## src/rtl/sequence_flasher_if.sv

```systemverilog
// Bundle between the level logic and the sequence flasher.
// master drives button/enable/length/index; slave is the flasher.
interface sequence_flasher_if;
  logic       rng_button;
  logic       enable;
  logic [3:0] seq_len;
  logic [2:0] rd_idx;
  logic [3:0] rd_digit;
  logic [3:0] flash_num;
  logic       flash_valid;
  logic       busy;
  logic       seq_done;
  logic [3:0] seq_count;

  modport master (
    output rng_button, enable, seq_len, rd_idx,
    input  rd_digit, flash_num, flash_valid,
    input  busy, seq_done, seq_count
  );

  modport slave (
    input  rng_button, enable, seq_len, rd_idx,
    output rd_digit, flash_num, flash_valid,
    output busy, seq_done, seq_count
  );
endinterface

```

## src/rtl/sequence_flasher.sv

```systemverilog
// Draws a random digit run from an LFSR, flashes it digit by digit,
// then holds it readable by index for answer checking.
module sequence_flasher #(
  parameter int unsigned FLASH_CYCLES = 8,
  parameter int unsigned GAP_CYCLES   = 2,
  parameter int unsigned MAX_LEN      = 8,
  parameter logic [15:0] SEED         = 16'hACE1
) (
  input logic              clock,
  input logic              rst,
  sequence_flasher_if.slave bus
);

  typedef enum logic [2:0] {
    IDLE, GEN, FLASH, GAP, DONE
  } state_t;

  localparam logic [7:0] FL_LAST = 8'(FLASH_CYCLES - 1);
  localparam logic [7:0] GP_LAST = 8'(GAP_CYCLES - 1);
  localparam logic [3:0] LEN_MAX = 4'(MAX_LEN);

  state_t     state_q, state_d;
  logic [15:0] lfsr_q, lfsr_d;
  logic       sync1_q, sync1_d;
  logic       sync2_q, sync2_d;
  logic       hist_q, hist_d;
  logic [2:0] idx_q, idx_d;
  logic [7:0] cnt_q, cnt_d;
  logic [3:0] eff_len_q, eff_len_d;
  logic [3:0] mem_q [MAX_LEN];
  logic [3:0] mem_d [MAX_LEN];
  logic       flash_valid_q, flash_valid_d;
  logic [3:0] flash_num_q, flash_num_d;
  logic       busy_q, busy_d;
  logic       seq_done_q, seq_done_d;
  logic       press;
  logic       last;

  // Next-state, storage write and registered-output computation
  always_comb begin
    lfsr_d   = (lfsr_q >> 1) ^ (lfsr_q[0] ? 16'hB400 : 16'h0000);
    sync1_d  = bus.rng_button;
    sync2_d  = sync1_q;
    hist_d   = sync2_q;
    press    = hist_q & ~sync2_q;
    last     = ({1'b0, idx_q} == (eff_len_q - 4'd1));
    state_d  = state_q;
    idx_d    = idx_q;
    cnt_d    = cnt_q;
    eff_len_d = eff_len_q;
    mem_d    = mem_q;

    unique case (state_q)
      IDLE: begin
        if (press && bus.enable) begin
          state_d = GEN;
          idx_d   = 3'd0;
          cnt_d   = 8'd0;
          if (bus.seq_len == 4'd0)
            eff_len_d = 4'd1;
          else if (bus.seq_len > LEN_MAX)
            eff_len_d = LEN_MAX;
          else
            eff_len_d = bus.seq_len;
        end
      end
      GEN: begin
        mem_d[idx_q] = lfsr_q[3:0];
        if (last) begin
          state_d = FLASH;
          idx_d   = 3'd0;
          cnt_d   = 8'd0;
        end else begin
          idx_d = idx_q + 3'd1;
        end
      end
      FLASH: begin
        if (cnt_q == FL_LAST) begin
          cnt_d = 8'd0;
          if (GAP_CYCLES == 0) begin
            if (last) state_d = DONE;
            else      idx_d   = idx_q + 3'd1;
          end else begin
            state_d = GAP;
          end
        end else begin
          cnt_d = cnt_q + 8'd1;
        end
      end
      GAP: begin
        if (cnt_q == GP_LAST) begin
          cnt_d = 8'd0;
          if (last) begin
            state_d = DONE;
          end else begin
            state_d = FLASH;
            idx_d   = idx_q + 3'd1;
          end
        end else begin
          cnt_d = cnt_q + 8'd1;
        end
      end
      DONE: state_d = IDLE;
      default: state_d = IDLE;
    endcase

    if (state_q != IDLE && !bus.enable)
      state_d = IDLE;

    busy_d        = (state_d != IDLE);
    flash_valid_d = (state_d == FLASH);
    flash_num_d   = flash_valid_d ? mem_d[idx_d] : 4'd0;
    seq_done_d    = (state_d == DONE);
  end

  // State, storage and output registers
  always_ff @(posedge clock or negedge rst) begin
    if (!rst) begin
      state_q       <= IDLE;
      lfsr_q        <= SEED;
      sync1_q       <= 1'b1;
      sync2_q       <= 1'b1;
      hist_q        <= 1'b1;
      idx_q         <= 3'd0;
      cnt_q         <= 8'd0;
      eff_len_q     <= 4'd0;
      flash_valid_q <= 1'b0;
      flash_num_q   <= 4'd0;
      busy_q        <= 1'b0;
      seq_done_q    <= 1'b0;
      for (int i = 0; i < MAX_LEN; i++)
        mem_q[i] <= 4'd0;
    end else begin
      state_q       <= state_d;
      lfsr_q        <= lfsr_d;
      sync1_q       <= sync1_d;
      sync2_q       <= sync2_d;
      hist_q        <= hist_d;
      idx_q         <= idx_d;
      cnt_q         <= cnt_d;
      eff_len_q     <= eff_len_d;
      flash_valid_q <= flash_valid_d;
      flash_num_q   <= flash_num_d;
      busy_q        <= busy_d;
      seq_done_q    <= seq_done_d;
      mem_q         <= mem_d;
    end
  end

  assign bus.rd_digit    = mem_q[bus.rd_idx];
  assign bus.flash_num   = flash_num_q;
  assign bus.flash_valid = flash_valid_q;
  assign bus.busy        = busy_q;
  assign bus.seq_done    = seq_done_q;
  assign bus.seq_count   = eff_len_q;

endmodule

```

## src/flat_wrapper.sv

```systemverilog
// flat-port wrapper written by rule: the top's interface ports become plain ports
module sequence_flasher_flat 
#(
  parameter int unsigned FLASH_CYCLES = 8,
  parameter int unsigned GAP_CYCLES   = 2,
  parameter int unsigned MAX_LEN      = 8,
  parameter logic [15:0] SEED         = 16'hACE1
)
  (clock, rst, bus_rng_button, bus_enable, bus_seq_len, bus_rd_idx, bus_rd_digit, bus_flash_num, bus_flash_valid, bus_busy, bus_seq_done, bus_seq_count);
  sequence_flasher_if bus_i ();
  input logic clock;
  input logic rst;
  input wire logic [$bits(bus_i.rng_button)-1:0] bus_rng_button;
  input wire logic [$bits(bus_i.enable)-1:0] bus_enable;
  input wire logic [$bits(bus_i.seq_len)-1:0] bus_seq_len;
  input wire logic [$bits(bus_i.rd_idx)-1:0] bus_rd_idx;
  output wire logic [$bits(bus_i.rd_digit)-1:0] bus_rd_digit;
  output wire logic [$bits(bus_i.flash_num)-1:0] bus_flash_num;
  output wire logic [$bits(bus_i.flash_valid)-1:0] bus_flash_valid;
  output wire logic [$bits(bus_i.busy)-1:0] bus_busy;
  output wire logic [$bits(bus_i.seq_done)-1:0] bus_seq_done;
  output wire logic [$bits(bus_i.seq_count)-1:0] bus_seq_count;
  assign bus_i.rng_button = bus_rng_button;
  assign bus_i.enable = bus_enable;
  assign bus_i.seq_len = bus_seq_len;
  assign bus_i.rd_idx = bus_rd_idx;
  assign bus_rd_digit = bus_i.rd_digit;
  assign bus_flash_num = bus_i.flash_num;
  assign bus_flash_valid = bus_i.flash_valid;
  assign bus_busy = bus_i.busy;
  assign bus_seq_done = bus_i.seq_done;
  assign bus_seq_count = bus_i.seq_count;
  sequence_flasher #(.FLASH_CYCLES(FLASH_CYCLES), .GAP_CYCLES(GAP_CYCLES), .MAX_LEN(MAX_LEN), .SEED(SEED)) u_core (.clock(clock), .rst(rst), .bus(bus_i));
endmodule
```

## config.mk

```make
export PLATFORM = sky130hd
export DESIGN_NAME = sequence_flasher_flat
export DESIGN_NICKNAME = d
export VERILOG_FILES = /design/src/rtl/sequence_flasher_if.sv /design/src/rtl/sequence_flasher.sv /design/src/flat_wrapper.sv
export SDC_FILE = /design/constraint.sdc
export NUM_CORES = 1
export LEC_CHECK = 0
export CAP_MARGIN = 20
export CORE_MARGIN = 2
export CORE_UTILIZATION = 45
export DETAILED_ROUTE_END_ITERATION = 10
export SYNTH_ARGS = -nofsm -noshare
export SYNTH_HDL_FRONTEND = slang
export SYNTH_SLANG_ARGS = --single-unit
export TNS_END_PERCENT = 1
```

## constraint.sdc

```tcl
create_clock -name clock -period 8 [get_ports clock]
set_input_delay 1.2 -clock clock [delete_from_list [all_inputs] [get_ports clock]]
set_output_delay 1.2 -clock clock [all_outputs]
set_load 0.005 [all_outputs]
```

==> reports/summary.txt <==
status = complete, no violations
crit path DAT = 3310 ps
Crit path depth = 4
IO Count = 26
Post-CTS Setup Inserts = 0
# resized after CTS = 0
TritonCTS Sinks = 76
pin count of the biggest net entering global routing = 77
Hold Slack = 353 ps
initial detailed-routing violation count = 81
fin crit share = 0.563
Tightest Pin Transition = 923 ps
Final Hold Viols = 0
GRT Resource Usage Total = 0.187
Worst-Skew Late Latency = 350 ps
Post-Place Cells = 430
crit path cell chain = clkdlybuf4s50_1 -> mux4_2 -> mux2_2 -> clkdlybuf4s50_1
FF-to-FF Start = u_core.bus.seq_count[0]
Worst path slowest cell = clkdlybuf4s50_1
number of synthesized flops with an enable pin = 0
Final min period = 4510 ps
cell repeated most along the worst path = clkdlybuf4s50_1
Slew HR = 0.385
max cap viols = 0
FF+latch count, synth = 76
Via density = 5.53
Std-Cell Rows = 33
r2r endpoint = u_core.bus.flash_num[1]
vias in the first global route = 2,489
drt pass-1 iters = 4
CP required = 6800 ps
chip height = 95.2 um
Placer Congestion = 0.811
CTS tree = yes
Pwr Density = 269 nW/um^2
H-tree depth = 3
ANT cells = 0
Final Util = 0.528
Post-synth ARST share = 1.00
total gr overflow = 0
FILL cells = 698
Total Negative Setup Slacks = 0 ps
critical path launch point type = input pin
maximum clock rate = 222 MHz
critical path peak fanout = 8
Critical Path Sink Type = output port
syn_area_per_cell = 12.1 um^2
first-pass GRT wire length = 12,700 um
TritonCTS Buffers = 9
DPL Wire Length = 5190 um
Max clock buf depth = 2
clk slew on worst S/H paths = 90 ps
RSZ-0062 raised after global routing = false
Crit Path Class = in2out
Core Box Area = 8130 um^2
Synth Warn # = 0
CP Capture Point = bus_rd_digit[0]
Largest stage delay, worst path = 810 ps
Critical Path Start = bus_rd_idx[0]
Worst R2R Setup Slack = 4970 ps
clk root buf = clkbuf_8
final cell count without fillers = 446
sequential element share of the synthesized area = 0.512
Layout Skew = 12.3 ps
DIE AREA = 9060 um^2
Hold Path Class = reg2reg
Die W = 95.2 um
Syn Std Cell Area = 3740 um^2
PnR Total Power = 1.16 mW
Initial Util = 0.460
peak supply drop = 0.000144 V
Pleak = 2.01 nW
syn_nets = 325
DRT Wirelength = 7510 um
max-slew violation count = 0
DRC = 0
setup violators final = 0
Synth Flop Type = dfrtp_1
initial antenna violation count = 0
worst path bufs/invs = 2
total number of vias = 2,467
Top delay family on crit path = buffers and inverters
post-synth cell types = 49
wire per inst = 16.8 um
Final ANT Viol Nets = 0
area delta synth->final = 14.8%
Mapped Cells = 309
fraction of layout cells with a size suffix above 1 = 0.235
Layout Nets = 352
R2R cell count = 14
port bufs = 25
Hold Buf Count CTS = 0
[final cells by class]
cell class,instances,area [um^2],share of cell area
multi-input cells,210,1710,0.399
repair buffers,26,255,0.0594
clock inverters,6,96.3,0.0224
well taps,105,131,0.0306
inverters,13,48.8,0.0114
flip-flops and latches,76,1920,0.446
clock buffers,10,138,0.0320
[metal layers]
metal	vias to the layer above	track usage	wire length, um	part of all wire
met2	36	0.281	3440	0.46
met1	1251	0.271	3730	0.50
met3	7	0.0451	254	0.034
li1	1173	-	-	-
met5	-	0	0	0
met4	0	0.0580	85	0.011
[cells in the final DEF, fill, tap and decap left out, drive strengths merged, types with 3 or more instances in the layout]
master | Yosys | final
mux2i | 18 | 18
nor2b | 3 | 3
o21ai | 16 | 16
clkdlybuf4s50 | 0 | 24
clkbuf | 6 | 10
nand3 | 11 | 11
nand3b | 3 | 3
nand4 | 5 | 5
xor2 | 7 | 7
a21oi | 5 | 5
o22a | 6 | 6
ha | 5 | 5
nand2 | 23 | 23
dfrtp | 65 | 65
and2 | 3 | 3
mux2 | 37 | 37
inv | 13 | 14
mux4 | 8 | 8
nor3 | 8 | 8
nor2 | 14 | 14
dfstp | 11 | 11
and3 | 7 | 7
nand2b | 7 | 7
[worst reg2reg max path: stages (launching register included)]
cell and delay, ps:
dfrtp_1 450, inv_1 70, ha_1 300, xor2_1 160, and3_1 210, and2_1 210
inv_2 90, ha_1 280, nand3_1 70, o2111ai_1 110, and3_1 230, inv_1 180
nand3_1 180, o22a_1 260, a21oi_1 180
[cell families after synthesis]
kind of cell               share of synthesized area
AOI/OAI and AO/OA                             0.0826
xor gates and xnor gates                      0.0224
adders and majority gates                     0.0167
buffers and inverters                         0.0307
DFF                                            0.512
muxes                                          0.208
and+or+nand+nor                                0.128
[sequential cells by signal, indices dropped and copies added, names as in the netlist]
| signal | flops |
|---|---|
| u_core.idx_q | 3 |
| u_core.state_q | 3 |
| u_core.bus.seq_count | 4 |
| u_core.bus.flash_valid | 1 |
| u_core.bus.busy | 1 |
| u_core.mem_q | 32 |
| u_core.hist_d | 1 |
| u_core.sync1_q | 1 |
| u_core.bus.flash_num | 4 |
| u_core.hist_q | 1 |
| u_core.bus.seq_done | 1 |
| u_core.lfsr_q | 16 |
| u_core.cnt_q | 8 |
[metrics by stage]
step	cell area [um^2]	setup slack [ps]
detailed placement	4060	3450
global route	4300	3370
floorplan	3740	4360
global placement	4060	3460
finish	4300	3490
CTS	4300	3450
[cells in the mapped netlist (2+ instances only)]
| library cell | number | share of area |
|---|---|---|
| a211oi_2 | 2 | 0.0067 |
| a21oi_1 | 5 | 0.0067 |
| a31oi_1 | 2 | 0.0033 |
| and2_1 | 3 | 0.0050 |
| and3_1 | 7 | 0.012 |
| clkbuf_1 | 6 | 0.0060 |
| dfrtp_1 | 65 | 0.43 |
| dfstp_2 | 11 | 0.077 |
| ha_1 | 5 | 0.017 |
| inv_1 | 12 | 0.012 |
| mux2_2 | 37 | 0.11 |
| mux2i_1 | 18 | 0.048 |
| mux4_2 | 8 | 0.048 |
| nand2_1 | 23 | 0.023 |
| nand2b_1 | 7 | 0.012 |
| nand3_1 | 11 | 0.015 |
| nand3b_1 | 3 | 0.0060 |
| nand4_1 | 4 | 0.0067 |
| nor2_1 | 14 | 0.014 |
| nor2b_1 | 3 | 0.0050 |
| nor3_1 | 7 | 0.0094 |
| o21a_1 | 2 | 0.0040 |
| o21ai_0 | 16 | 0.021 |
| o22a_1 | 6 | 0.014 |
| o31ai_1 | 2 | 0.0040 |
| xor2_1 | 7 | 0.016 |
[power breakdown]
| group | internal (mW) | switching (mW) |
|---|---|---|
| registers | 0.414 | 0.0472 |
| clock network | 0.187 | 0.152 |
| logic | 0.155 | 0.201 |
[worst min path at each step]
stage	from	slack (ps)	cells past startpoint	endpoint
global placement	u_core.lfsr_q[4]	330	0	u_core.lfsr_q[3]
detailed placement	u_core.lfsr_q[9]	340	0	u_core.lfsr_q[8]
finish	u_core.lfsr_q[12]	350	0	u_core.lfsr_q[11]
CTS	u_core.lfsr_q[12]	350	0	u_core.lfsr_q[11]
global route	u_core.lfsr_q[12]	360	0	u_core.lfsr_q[11]
floorplan	u_core.lfsr_q[4]	330	0	u_core.lfsr_q[3]
Note: power is estimated with default switching activity, not from simulation.
==> RTL change (config.mk and constraints unchanged) <==
Make the reset (`rst`) synchronous in one clocked block.
--- a/src/rtl/sequence_flasher.sv
+++ b/src/rtl/sequence_flasher.sv
@@ -114,7 +114,7 @@
   end
 
   // State, storage and output registers
-  always_ff @(posedge clock or negedge rst) begin
+  always_ff @(posedge clock) begin
     if (!rst) begin
       state_q       <= IDLE;
       lfsr_q        <= SEED;
Behaviour: differs if rst is asserted again (counterexample within 4 cycles, from zero or initial values and one cycle with rst low); with rst held inactive, the same outputs for 10 cycles.
==> RTL change against the original RTL <==
First-iteration DRC count increased by 140%. Design area grew 5.8%. Sequential cell count is the same. Synthesized area grew 10%. Routed wire length grew 29%. Worst setup slack improved by 22 ps.
Power is not compared: it rests on default switching activity, and its combinational part moved more than twofold at a synthesized area within 25%.
==> RTL change: results (changes against the original RTL) <==
After clock tree synthesis, the clock-pin slew on the worst setup and hold paths is 80 ps. The clock tree buffer depth was 2 (unchanged); the total of buffers placed on input and output ports was 25 (unchanged). Number of nets at the end of the flow: 468 (was 352).

Slew of the pin with the lowest slew margin: 987 ps (was 923 ps). For the routability-driven placement congestion ratio, the log shows 0.877 (was 0.811). The run gives 64 (was 77) as the pin count of the biggest net entering global routing. Registers with the most flip-flops: u_core.mem_q: 32 flops, u_core.lfsr_q: 16 flops, u_core.cnt_q: 8 flops (unchanged).

The number of antenna violations at the first check in global routing was 0 (unchanged). The longest individual stage delay on the worst path is 780 ps (was 810 ps). The total number of yosys warnings is 0 (unchanged), and the post-synthesis share of cell area spent on xor and xnor gates is 0.0255 (was 0.0224). The clock skew after layout is 6.96 ps (was 12.3 ps), and the adder and majority cell fraction of the synthesized area is 0.0152 (was 0.0167).

Commonest cells post-synth: 76 x dfxtp_1, 37 x nor2_1, 36 x mux2i_1 (was 65 x dfrtp_1, 37 x mux2_2, 23 x nand2_1). The critical path endpoint is bus_rd_digit[1] (was bus_rd_digit[0]). The reg2reg setup slack was 4430 ps (was 4970 ps); the total wire length after detailed routing was 9730 um (was 7510 um). The total routing resource utilization after global routing is 0.201 (was 0.187), and the top fanout value on the critical path is 8 (unchanged). For the portion of the post-synthesis area used by sequential elements, the log shows 0.370 (was 0.512). Top cells by area, synth: dfxtp_1 37%, mux2i_1 8.8%, nor2b_1 4.9% (was dfrtp_1 43%, mux2_2 11%, dfstp_2 7.7%). For the count of inserted antenna diode cells, the log shows 0 (unchanged). The first-pass GRT wire length is 15800 um (was 12700 um).

The cell with the largest stage delay on the worst path was clkdlybuf4s50_1 (unchanged). The post-synthesis net count came out at 459 (was 325). Kind of cell with the highest combined delay on the critical path: buffers and inverters (unchanged).

The tools report the launching point of the worst reg2reg path as u_core.bus.seq_count[0] (unchanged). The layout cell share with drive strength beyond 1 is 0.127 (was 0.235). For the depth of the CTS H-tree, the log shows 3 (unchanged).

The fraction of registers with async set/reset is 0 (was 1.00), and the placed wire-length estimate is 6830 um (was 5190 um). The complex-gate fraction of the synthesized area is 0.128 (was 0.0826), and the per-cell via count in the routed design is 5.78 (was 5.53). The destination of the worst register-to-register timing path is u_core.bus.flash_num[3] (was u_core.bus.flash_num[1]). The multiplexer area fraction after synthesis came out at 0.153 (was 0.208). The logs give 9 (unchanged) for the number of buffers added by the clock tree synthesis step and 0 (unchanged) for the number of instances resized during post-cts repair. The post-CTS setup buffer count was 0 (unchanged).

The number of distinct library cells after synthesis was 65 (was 49); the critical path arrival was 3280 ps (was 3310 ps). For the violation count after the first detailed-routing iteration, the log shows 191 (was 81). The worst setup path startpoint was bus_rd_idx[0] (unchanged). The number of global-route vias before repair is 2991 (was 2489), and the static leakage is 1.57 nW. The run finished with clean final reports. The class of the tightest hold or removal check was reg -> reg (unchanged).

Number of cells traversed by the worst register-to-register path: 12 (was 14).
RTL change: worst min-delay path by stage:
stage / slack, ps / depth (start not counted) / end / start
2_1_floorplan: 390 / 1 / u_core.hist_d / u_core.sync1_q
3_3_place_gp: 400 / 1 / u_core.hist_d / u_core.sync1_q
3_5_place_dp: 400 / 1 / u_core.hist_d / u_core.sync1_q
4_1_cts: 420 / 1 / u_core.hist_d / u_core.sync1_q
5_1_grt: 440 / 1 / u_core.hist_d / u_core.sync1_q
6_report: 420 / 1 / u_core.hist_d / u_core.sync1_q
RTL change: report_power, final:
group	leakage, nW	switching (mW)	internal [mW]
logic	0.864	0.0263	0.0257
registers	0.617	0.00847	0.385
clock network	0.0886	0.158	0.117
total	1.57	0.193	0.528
RTL change: per-stage QoR:
step,instances,util,instance area (um^2),worst slack [ps],power (mW)
after floorplan,443,-,4120,4360,0.440
after global placement,549,0.496,4370,3550,0.454
after detailed placement,549,0.496,4370,3480,0.455
after CTS,565,0.516,4550,3480,0.730
after global routing,565,0.516,4550,3410,0.748
final,565,0.516,4550,3520,0.721
RTL change: logic make-up (layout without fill, tap and decap cells):
kind of cell	Yosys count	after routing
compound gates	67	67
xor+xnor	12	12
fa+ha+maj	5	5
buf+inv	38	52
flops	76	76
mux	51	51
simple gates	194	194
RTL change: area by class of cell:
type	count	area [um^2]
Fill cell	867	4260
Multi-Input combinational cell	329	2410
Sequential cell	76	1520
Timing Repair Buffer	26	258
Tap cell	108	135
Clock buffer	9	124
Clock inverter	7	57.6
Inverter	10	37.5
RTL change: routing by layer:
metal	wire, um	vias to the layer above	track usage
met2	4440	76	0.313
li1	-	1597	-
met4	192	0	0.0790
met3	508	16	0.0443
met5	0	-	0
met1	4580	1578	0.272
